--- config.mk ---
export PLATFORM = sky130hd
export DESIGN_NAME = bcd_seg_scan_flat
export DESIGN_NICKNAME = d
export VERILOG_FILES = /design/src/rtl/bcd_seg_scan_if.sv /design/src/rtl/bcd_seg_scan.sv /design/src/flat_wrapper.sv
export SDC_FILE = /design/constraint.sdc
export NUM_CORES = 1
export LEC_CHECK = 0
export CORE_MARGIN = 3
export CORE_UTILIZATION = 35
export CTS_CLUSTER_SIZE = 40
export DETAILED_ROUTE_END_ITERATION = 8
export DONT_BUFFER_PORTS = 1
export HOLD_SLACK_MARGIN = 0.08
export PLACE_DENSITY = 0.49
export SYNTH_ARGS = -nofsm -noshare
export SYNTH_HDL_FRONTEND = slang
export SYNTH_SLANG_ARGS = --single-unit
--- constraint.sdc ---
create_clock -name clk -period 2.85 [get_ports clk]
set_input_delay 0.285 -clock clk [delete_from_list [all_inputs] [get_ports clk]]
set_output_delay 0.285 -clock clk [all_outputs]
set_load 0.03 [all_outputs]
--- src/rtl/bcd_seg_scan_if.sv ---
// Upstream BCD bus plus multiplexed seven-segment display drive for bcd_seg_scan.
// master = the side producing BCD values (and observing the display), slave = the scanner.
interface bcd_seg_scan_if #(
   parameter int numberOfDigits = 6
);
   logic [numberOfDigits-1:0][3:0] BinaryDecimal;
   logic                           enaIn;
   logic [6:0]                     segments;
   logic [numberOfDigits-1:0]      digitSel;
   logic                           frameStart;

   modport master (
      output BinaryDecimal, enaIn,
      input  segments, digitSel, frameStart
   );

   modport slave (
      input  BinaryDecimal, enaIn,
      output segments, digitSel, frameStart
   );
endinterface

--- src/rtl/bcd_seg_scan.sv ---
// Multiplexed BCD seven-segment scanner with frame-synchronous display update.
// Optional macro BCD_LZ_BLANK_EN blanks leading zeros above the most significant nonzero digit.
module bcd_seg_scan #(
   parameter int numberOfDigits = 6,
   parameter int refreshDivider = 50000
) (
   input  logic          clk,
   input  logic          rst,
   bcd_seg_scan_if.slave bus
);
   localparam int CW = $clog2(refreshDivider);
   localparam int IW = (numberOfDigits > 1) ? $clog2(numberOfDigits) : 1;
   localparam logic [CW-1:0]             count_last = CW'(refreshDivider - 1);
   localparam logic [IW-1:0]             index_last = IW'(numberOfDigits - 1);
   localparam logic [numberOfDigits-1:0] one_hot0   = numberOfDigits'(1);

   logic [CW-1:0]                  count;
   logic [IW-1:0]                  index;
   logic [numberOfDigits-1:0][3:0] pending;
   logic [numberOfDigits-1:0][3:0] display;
   logic                           pending_flag;
   logic                           wrap_q;
   logic                           tick;
   logic                           wrap;
   logic                           blank;
   logic [3:0]                     cur_digit;
   logic [6:0]                     seg_next;
   logic [6:0]                     seg_q;
   logic [numberOfDigits-1:0]      sel_q;
   logic                           frame_q;

   function automatic logic [6:0] decode(input logic [3:0] d);
      case (d)
         4'd0:    decode = 7'h40;
         4'd1:    decode = 7'h79;
         4'd2:    decode = 7'h24;
         4'd3:    decode = 7'h30;
         4'd4:    decode = 7'h19;
         4'd5:    decode = 7'h12;
         4'd6:    decode = 7'h02;
         4'd7:    decode = 7'h78;
         4'd8:    decode = 7'h00;
         4'd9:    decode = 7'h10;
         default: decode = 7'h3F;
      endcase
   endfunction

   assign tick = (count == count_last);
   assign wrap = tick && (index == index_last);

   always_ff @(posedge clk or posedge rst) begin
      if (rst) begin
         count        <= '0;
         index        <= '0;
         pending      <= '0;
         display      <= '0;
         pending_flag <= 1'b0;
         wrap_q       <= 1'b0;
      end else begin
         count  <= tick ? '0 : count + CW'(1);
         wrap_q <= wrap;
         if (tick)
            index <= wrap ? '0 : index + IW'(1);
         if (wrap && pending_flag) begin
            display      <= pending;
            pending_flag <= 1'b0;
         end
         // A new strobe on the transfer edge re-arms the flag with the fresh value.
         if (bus.enaIn) begin
            pending      <= bus.BinaryDecimal;
            pending_flag <= 1'b1;
         end
      end
   end

`ifdef BCD_LZ_BLANK_EN
   logic [IW-1:0] msd;

   always_comb begin
      msd = '0;
      for (int i = 1; i < numberOfDigits; i++)
         if (display[i] != 4'd0)
            msd = IW'(i);
   end

   assign blank = (index > msd);
`else
   assign blank = 1'b0;
`endif

   always_comb begin
      cur_digit = display[index];
      seg_next  = blank ? 7'h7F : decode(cur_digit);
   end

   always_ff @(posedge clk or posedge rst) begin
      if (rst) begin
         seg_q   <= 7'h7F;
         sel_q   <= '1;
         frame_q <= 1'b0;
      end else begin
         seg_q   <= seg_next;
         sel_q   <= ~(one_hot0 << index);
         frame_q <= wrap_q;
      end
   end

   assign bus.segments   = seg_q;
   assign bus.digitSel   = sel_q;
   assign bus.frameStart = frame_q;
endmodule

--- src/flat_wrapper.sv ---
// flat-port wrapper written by rule: the top's interface ports become plain ports
module bcd_seg_scan_flat 
#(
   parameter int numberOfDigits = 6,
   parameter int refreshDivider = 50000
)
  (clk, rst, bus_BinaryDecimal, bus_enaIn, bus_segments, bus_digitSel, bus_frameStart);
  bcd_seg_scan_if #(.numberOfDigits(numberOfDigits)) bus_i ();
  input  logic clk;
  input  logic rst;
  input wire logic [$bits(bus_i.BinaryDecimal)-1:0] bus_BinaryDecimal;
  input wire logic [$bits(bus_i.enaIn)-1:0] bus_enaIn;
  output wire logic [$bits(bus_i.segments)-1:0] bus_segments;
  output wire logic [$bits(bus_i.digitSel)-1:0] bus_digitSel;
  output wire logic [$bits(bus_i.frameStart)-1:0] bus_frameStart;
  assign bus_i.BinaryDecimal = bus_BinaryDecimal;
  assign bus_i.enaIn = bus_enaIn;
  assign bus_segments = bus_i.segments;
  assign bus_digitSel = bus_i.digitSel;
  assign bus_frameStart = bus_i.frameStart;
  bcd_seg_scan #(.numberOfDigits(numberOfDigits), .refreshDivider(refreshDivider)) u_core (.clk(clk), .rst(rst), .bus(bus_i));
endmodule
==> results.json, run 1 <==
{
  "run_status": "complete, no violations",
  "dr.pass1.iters": 4,
  "peakVddDrop_uv": 311,
  "dp_hpwl_mm": 4.36,
  "routed_wirelength_mm": 6.50,
  "ys_seq_area_share_pct": 57.6,
  "total_power_mw": 2.28,
  "cp-end-kind": "flip-flop",
  "place_congestion": 0.740,
  "numCtsBuffers": 9,
  "port_buffers": 0,
  "die_h_um": 108,
  "wl_per_cell_um": 14.6,
  "multi_input_area_mm2": 0.00143,
  "post_cts_buffers": 0,
  "ios": 41,
  "setup_viol": 0,
  "yosysMostFrequentCell": "dfrtp_1",
  "drive_above_1_share_pct": 20.8,
  "grt_max_degree": 65,
  "fmax_mhz": 444,
  "clockBufferDepth": 2,
  "synth-adder-area-share_pct": 4.14,
  "vias": 2154,
  "core_mm2": 0.00991,
  "synth_ff_type": "dfrtp_1",
  "synthTopCellsByArea": "dfrtp_1 48%, dfstp_2 9.4%, mux2_1 9.0%",
  "start_kind": "flip-flop",
  "crit_path_max_fanout": 24,
  "htreeDepth": 3,
  "yosysTopAreaCell": "dfrtp_1",
  "synth_edf_count": 0,
  "synth.ff_latch_count": 83,
  "drc_errors": 0,
  "hold_viol": 0,
  "whs_ns": 0.0572,
  "drv_slew": 0,
  "antenna_left": 0,
  "fin_util_pct": 43.5,
  "synth_xor_area_share_pct": 3.14,
  "cpPeakStageDelay_ns": 0.55,
  "setup-tns-final_ns": 0,
  "initial_utilization_pct": 36.6,
  "clk_pin_slew_ns": 0.09,
  "synthDistinctLibCells": 41,
  "clock-sinks": 83,
  "grt_pass1_vias": 2216,
  "num_rows": 36,
  "drt_iter0_markers": 59,
  "p_leak_nw": 1.99,
  "critPathKind": "reg -> reg",
  "syn_inst": 272,
  "yosysWarnings": 0,
  "startpoint": "u_core.count[10]$_DFF_PP0_",
  "critPathBufInv": 1,
  "grt-ovfl-total": 0,
  "area_delta_synth_final_pct": 18.6,
  "crit_chain": "or4_4 -> nor4_4 -> and4_1 -> buf_4 -> mux2_1",
  "grt_pass1_wl_mm": 11.1,
  "chipWidth_um": 108,
  "synth_mux_area_share_pct": 19.5,
  "netlist_area_mm2": 0.00363,
  "nFillCells": 974,
  "vias_per_cell": 4.83,
  "track_usage_pct": 12.3,
  "syn_avg_cell_area_um2": 13.3,
  "antenna_found_initial": 0,
  "drv_cap": 0,
  "period_needed_ns": 2.25,
  "async_flop_share_pct": 100,
  "synth_nets": 311,
  "cts_tree": "done",
  "slew_headroom_pct": 25.7,
  "seq_area_mm2": 0.00209,
  "finalCritPeriodShare_pct": 79.1,
  "clkLatencyLatePin_ns": 0.35,
  "hold_path_class": "in -> async",
  "path_delay_family": "simple AND/OR/NAND/NOR gates",
  "worst_path_max_delay_cell": "or4_4",
  "fin_skew_ns": 0.0101,
  "synth_compound_area_share_pct": 2.79,
  "synth_top_family_by_area": "multiplexers",
  "rsz0062_at_grt": "no",
  "yosysTopAreaCellShare_pct": 48.2,
  "reg2reg_from": "u_core.count[10]$_DFF_PP0_",
  "cts-root-buf": "clkbuf_8",
  "diodes": 0,
  "tightest_slew_ns": 1.11,
  "die_area_mm2": 0.0116,
  "layout.nets": 347,
  "critPathRequiredTime_ns": 3.08,
  "synth_commonest_cells": "70 x dfrtp_1, 29 x mux2_1, 25 x mux2_2",
  "synth-simple-area-share_pct": 9.75,
  "cp.arrival_ns": 2.48,
  "p_per_area_mw_per_mm2": 530
}
[worst reg2reg max path: stages (launching register included)]
cell and delay, ns:
dfrtp_1 0.41, or4_4 0.55, nor4_4 0.27, and4_1 0.23, buf_4 0.31, mux2_1 0.36
[path summary, 6_finish.rpt]
path,endpoint,slack (ns),cells past startpoint
max,u_core.display[11]$_DFFE_PP0P_,0.60,5
min,u_core.pending[22]$_DFFE_PP0P_,0.06,1
max reg2reg,u_core.display[11]$_DFFE_PP0P_,0.60,5
min reg2reg,u_core.bus.frameStart$_DFF_PP0_,0.36,0
max in group asynchronous,u_core.bus.digitSel[2]$_DFF_PP1_,1.99,2
min in group clk,u_core.bus.frameStart$_DFF_PP0_,0.36,0
[per-stage QoR]
stage	instance area [um^2]	instances	worst slack [ns]
2_1_floorplan	3630	272	0.450
3_3_place_gp	3800	402	0.611
3_5_place_dp	3800	402	0.592
4_1_cts	4300	445	0.569
5_1_grt	4310	446	0.474
6_report	4310	446	0.596
[placed cells by master, fill, tap and decap left out, types with 10 or more instances in the layout]
cell	n
dfrtp_1	70
mux2_1	29
dlygate4sd3_1	28
mux2_2	25
nor2_1	15
dfstp_2	13
ha_1	12
inv_1	11
mux2i_1	10
clkbuf_8	10
[kinds of logic (layout without fill, tap and decap cells)]
logic type / count (synthesis) / in the layout
compound gates: 15 / 15
xor+xnor: 13 / 13
fa+ha+maj: 12 / 12
buf+inv: 24 / 65
flops: 83 / 83
mux: 64 / 64
simple gates: 61 / 61
[metal layers]
layer	wire (um)	GRT usage, %	vias up	share of wire [%]
met5	0	0	-	0
met4	70	3.25	0	1.1
met3	265	4.62	6	4.1
met2	2990	19.2	35	46
met1	3180	16.2	1093	49
li1	-	-	1020	-
[sequential cells by signal (all words and copies together), names as in the netlist]
register and flops:
u_core.bus.digitSel 6, u_core.bus.frameStart 1, u_core.bus.segments 7, u_core.count 16, u_core.display 24, u_core.index 3, u_core.pending 24, u_core.pending_flag 1
u_core.wrap_q 1
[what timing repair did]
action                    CTS  global route
hold endpoints to repair   25             2
resized for setup           0             0
hold buffers               27             1
[area by class of cell]
| type | instances | area share [%] |
|---|---|---|
| clock inverter | 5 | 1.98 |
| tap | 133 | 3.86 |
| multi-input combinational | 165 | 33.1 |
| inverter | 12 | 1.07 |
| clock buffer | 11 | 3.28 |
| sequential | 83 | 48.6 |
| timing repair buffer | 37 | 8.07 |
[power by group]
group | switching [mW] | internal, mW | total [mW]
registers | 0.0183 | 1.21 | 1.23
logic | 0.0404 | 0.0597 | 0.100
clock network | 0.429 | 0.523 | 0.952
No activity file was read; power rests on OpenSTA's default activity.
==> run 2, diff against run 1 <==
- PLACE_DENSITY: 0.49 -> 0.51
- clock period: 2.85 -> 2 ns (I/O delays scaled with it)
==> results.json, run 2 (synthesized netlist as in run 1, its figures left out) <==
{
  "dp_hpwl_mm": 4.68,
  "die_h_um": 108,
  "slew_headroom_pct": 54.8,
  "p_per_area_mw_per_mm2": 660,
  "antenna_found_initial": 0,
  "final_cell_mix": "69 x dfrtp_1, 31 x buf_4, 25 x mux2_2, 25 x dlygate4sd3_1, 16 x mux2_1",
  "area_delta_synth_final_pct": 28.7,
  "start_kind": "flip-flop",
  "rsz0062_at_grt": "yes",
  "num_rows": 36,
  "diodes": 0,
  "ios": 41,
  "grt-ovfl-total": 0,
  "dp_cells": 420,
  "period_needed_ns": 2.03,
  "place_area_mm2": 0.00398,
  "run_status": "finished, violations left",
  "drive_above_1_share_pct": 36.0,
  "chipWidth_um": 108,
  "nFillCells": 909,
  "fin_cells": 472,
  "cp.arrival_ns": 2.26,
  "critPathRequiredTime_ns": 2.23,
  "layout.nets": 373,
  "numCtsBuffers": 9,
  "die_area_mm2": 0.0116,
  "drt_iter0_markers": 76,
  "cp-end-kind": "flip-flop",
  "setup_ws_ns": -0.0321,
  "critPathKind": "reg -> reg",
  "drc_errors": 0,
  "cts-root-buf": "clkbuf_8",
  "fin_skew_ns": 0.0120,
  "port_buffers": 0,
  "clkLatencyLatePin_ns": 0.35,
  "place_congestion": 0.730,
  "hold_viol": 0,
  "clock-sinks": 83,
  "dr.pass1.iters": 5,
  "crit_path_max_fanout": 12,
  "drv_slew": 0,
  "tightest_slew_ns": 0.676,
  "hold_path_class": "in -> reg",
  "reg_top3": "u_core.display: 24 flops, u_core.pending: 24 flops, u_core.count: 16 flops",
  "clk_pin_slew_ns": 0.08,
  "vias_per_cell": 4.75,
  "routed_wirelength_mm": 7.11,
  "peakVddDrop_uv": 433,
  "htreeDepth": 3,
  "final_common_cell": "dfrtp_1",
  "violations": "setup timing",
  "wl_per_cell_um": 15.1,
  "final_area_mm2": 0.00467,
  "initial_utilization_pct": 36.6,
  "fmax_mhz": 492,
  "track_usage_pct": 12.7,
  "antenna_left": 0,
  "finalCritPeriodShare_pct": 102,
  "p_leak_nw": 2.15,
  "grt_pass1_wl_mm": 11.5,
  "grt_pass1_vias": 2317,
  "vias": 2240,
  "core_mm2": 0.00991,
  "grt_max_degree": 31,
  "setup_viol": 16,
  "drv_cap": 0,
  "cts_tree": "done",
  "clockBufferDepth": 2
}
-- run 2: cell types whose count changed in the layout (fill, tap and decap cells not counted), moves of 2 or more --
cell / change
buf_4: +22
nor2_1: -2
a21oi_2: +3
a21oi_1: -3
nor2_2: +2
clkbuf_16: +2
buf_12: +4
mux2_1: -13
nor3b_2: +2
dlygate4sd3_1: -3
mux2_4: +13
nor3b_1: -2
-- run 2: per-stage QoR --
stage	TNS [ns]	power [mW]	util [%]	hold slack, ns	setup slack, ns
after floorplan	-2.29	1.86	-	0.331	-0.115
after global placement	-0.708	1.88	40.1	0.202	-0.0617
after detailed placement	-0.234	1.89	40.1	0.212	-0.0316
after CTS	-0.206	3.13	45.0	0.175	-0.0221
after global routing	-1.76	3.22	47.1	0.195	-0.0865
final	-0.294	3.08	47.1	0.188	-0.0321
-- run 2: power breakdown --
| group | leakage, nW | total (mW) | switching [mW] | internal, mW |
|---|---|---|---|---|
| Clock | 0.0966 | 1.18 | 0.600 | 0.580 |
| Sequential | 1.04 | 1.75 | 0.0281 | 1.73 |
| Combinational | 1.02 | 0.147 | 0.0595 | 0.0872 |
| Total | 2.15 | 3.08 | 0.688 | 2.39 |
-- run 2: critical path, cell delays in order, from the launching register on --
cell and delay [ns]:
dfrtp_1 0.40, or4_4 0.53, nor4_4 0.18, and4_4 0.31, clkbuf_16 0.18, mux2_1 0.32
-- run 2: layer usage --
metal	vias up	GRT usage, %	routed length (um)
met5	-	0	0
met4	0	4.06	90
met3	9	3.60	319
met2	54	20.5	3430
met1	1105	16.7	3270
li1	1072	-	-
-- run 2: path summary, 6_finish.rpt --
path | start | to | slack (ns) | depth (start not counted)
setup reg to reg | u_core.count[13]$_DFF_PP0_ | u_core.display[13]$_DFFE_PP0P_ | -0.03 | 5
setup / recovery | u_core.count[13]$_DFF_PP0_ | u_core.display[13]$_DFFE_PP0P_ | -0.03 | 5
min in group asynchronous | rst | u_core.display[2]$_DFFE_PP0P_ | 0.43 | 2
hold / removal | bus_enaIn | u_core.pending_flag$_DFFE_PP0P_ | 0.19 | 2
max in group asynchronous | rst | u_core.bus.segments[6]$_DFF_PP1_ | 0.89 | 3
hold reg to reg | u_core.wrap_q$_DFF_PP0_ | u_core.bus.frameStart$_DFF_PP0_ | 0.36 | 0
-- run 2: layout make-up --
type,count,area (um^2),area share (%)
Inverter,12,48.8,1.04
Clock inverter,6,65.1,1.39
Tap cell,133,166,3.56
Timing Repair Buffer,63,624,13.4
Multi-Input combinational cell,165,1550,33.1
Sequential cell,83,2090,44.8
Clock buffer,10,128,2.73
-- run 2: what timing repair did --
action,CTS,global route
cloned,0,2
endpoints found under the setup margin,29,31
hold buffers,26,0
gates resized for setup,1,29
buffers inserted,2,6
pin swaps,0,4
endpoints found under the hold margin,44,0
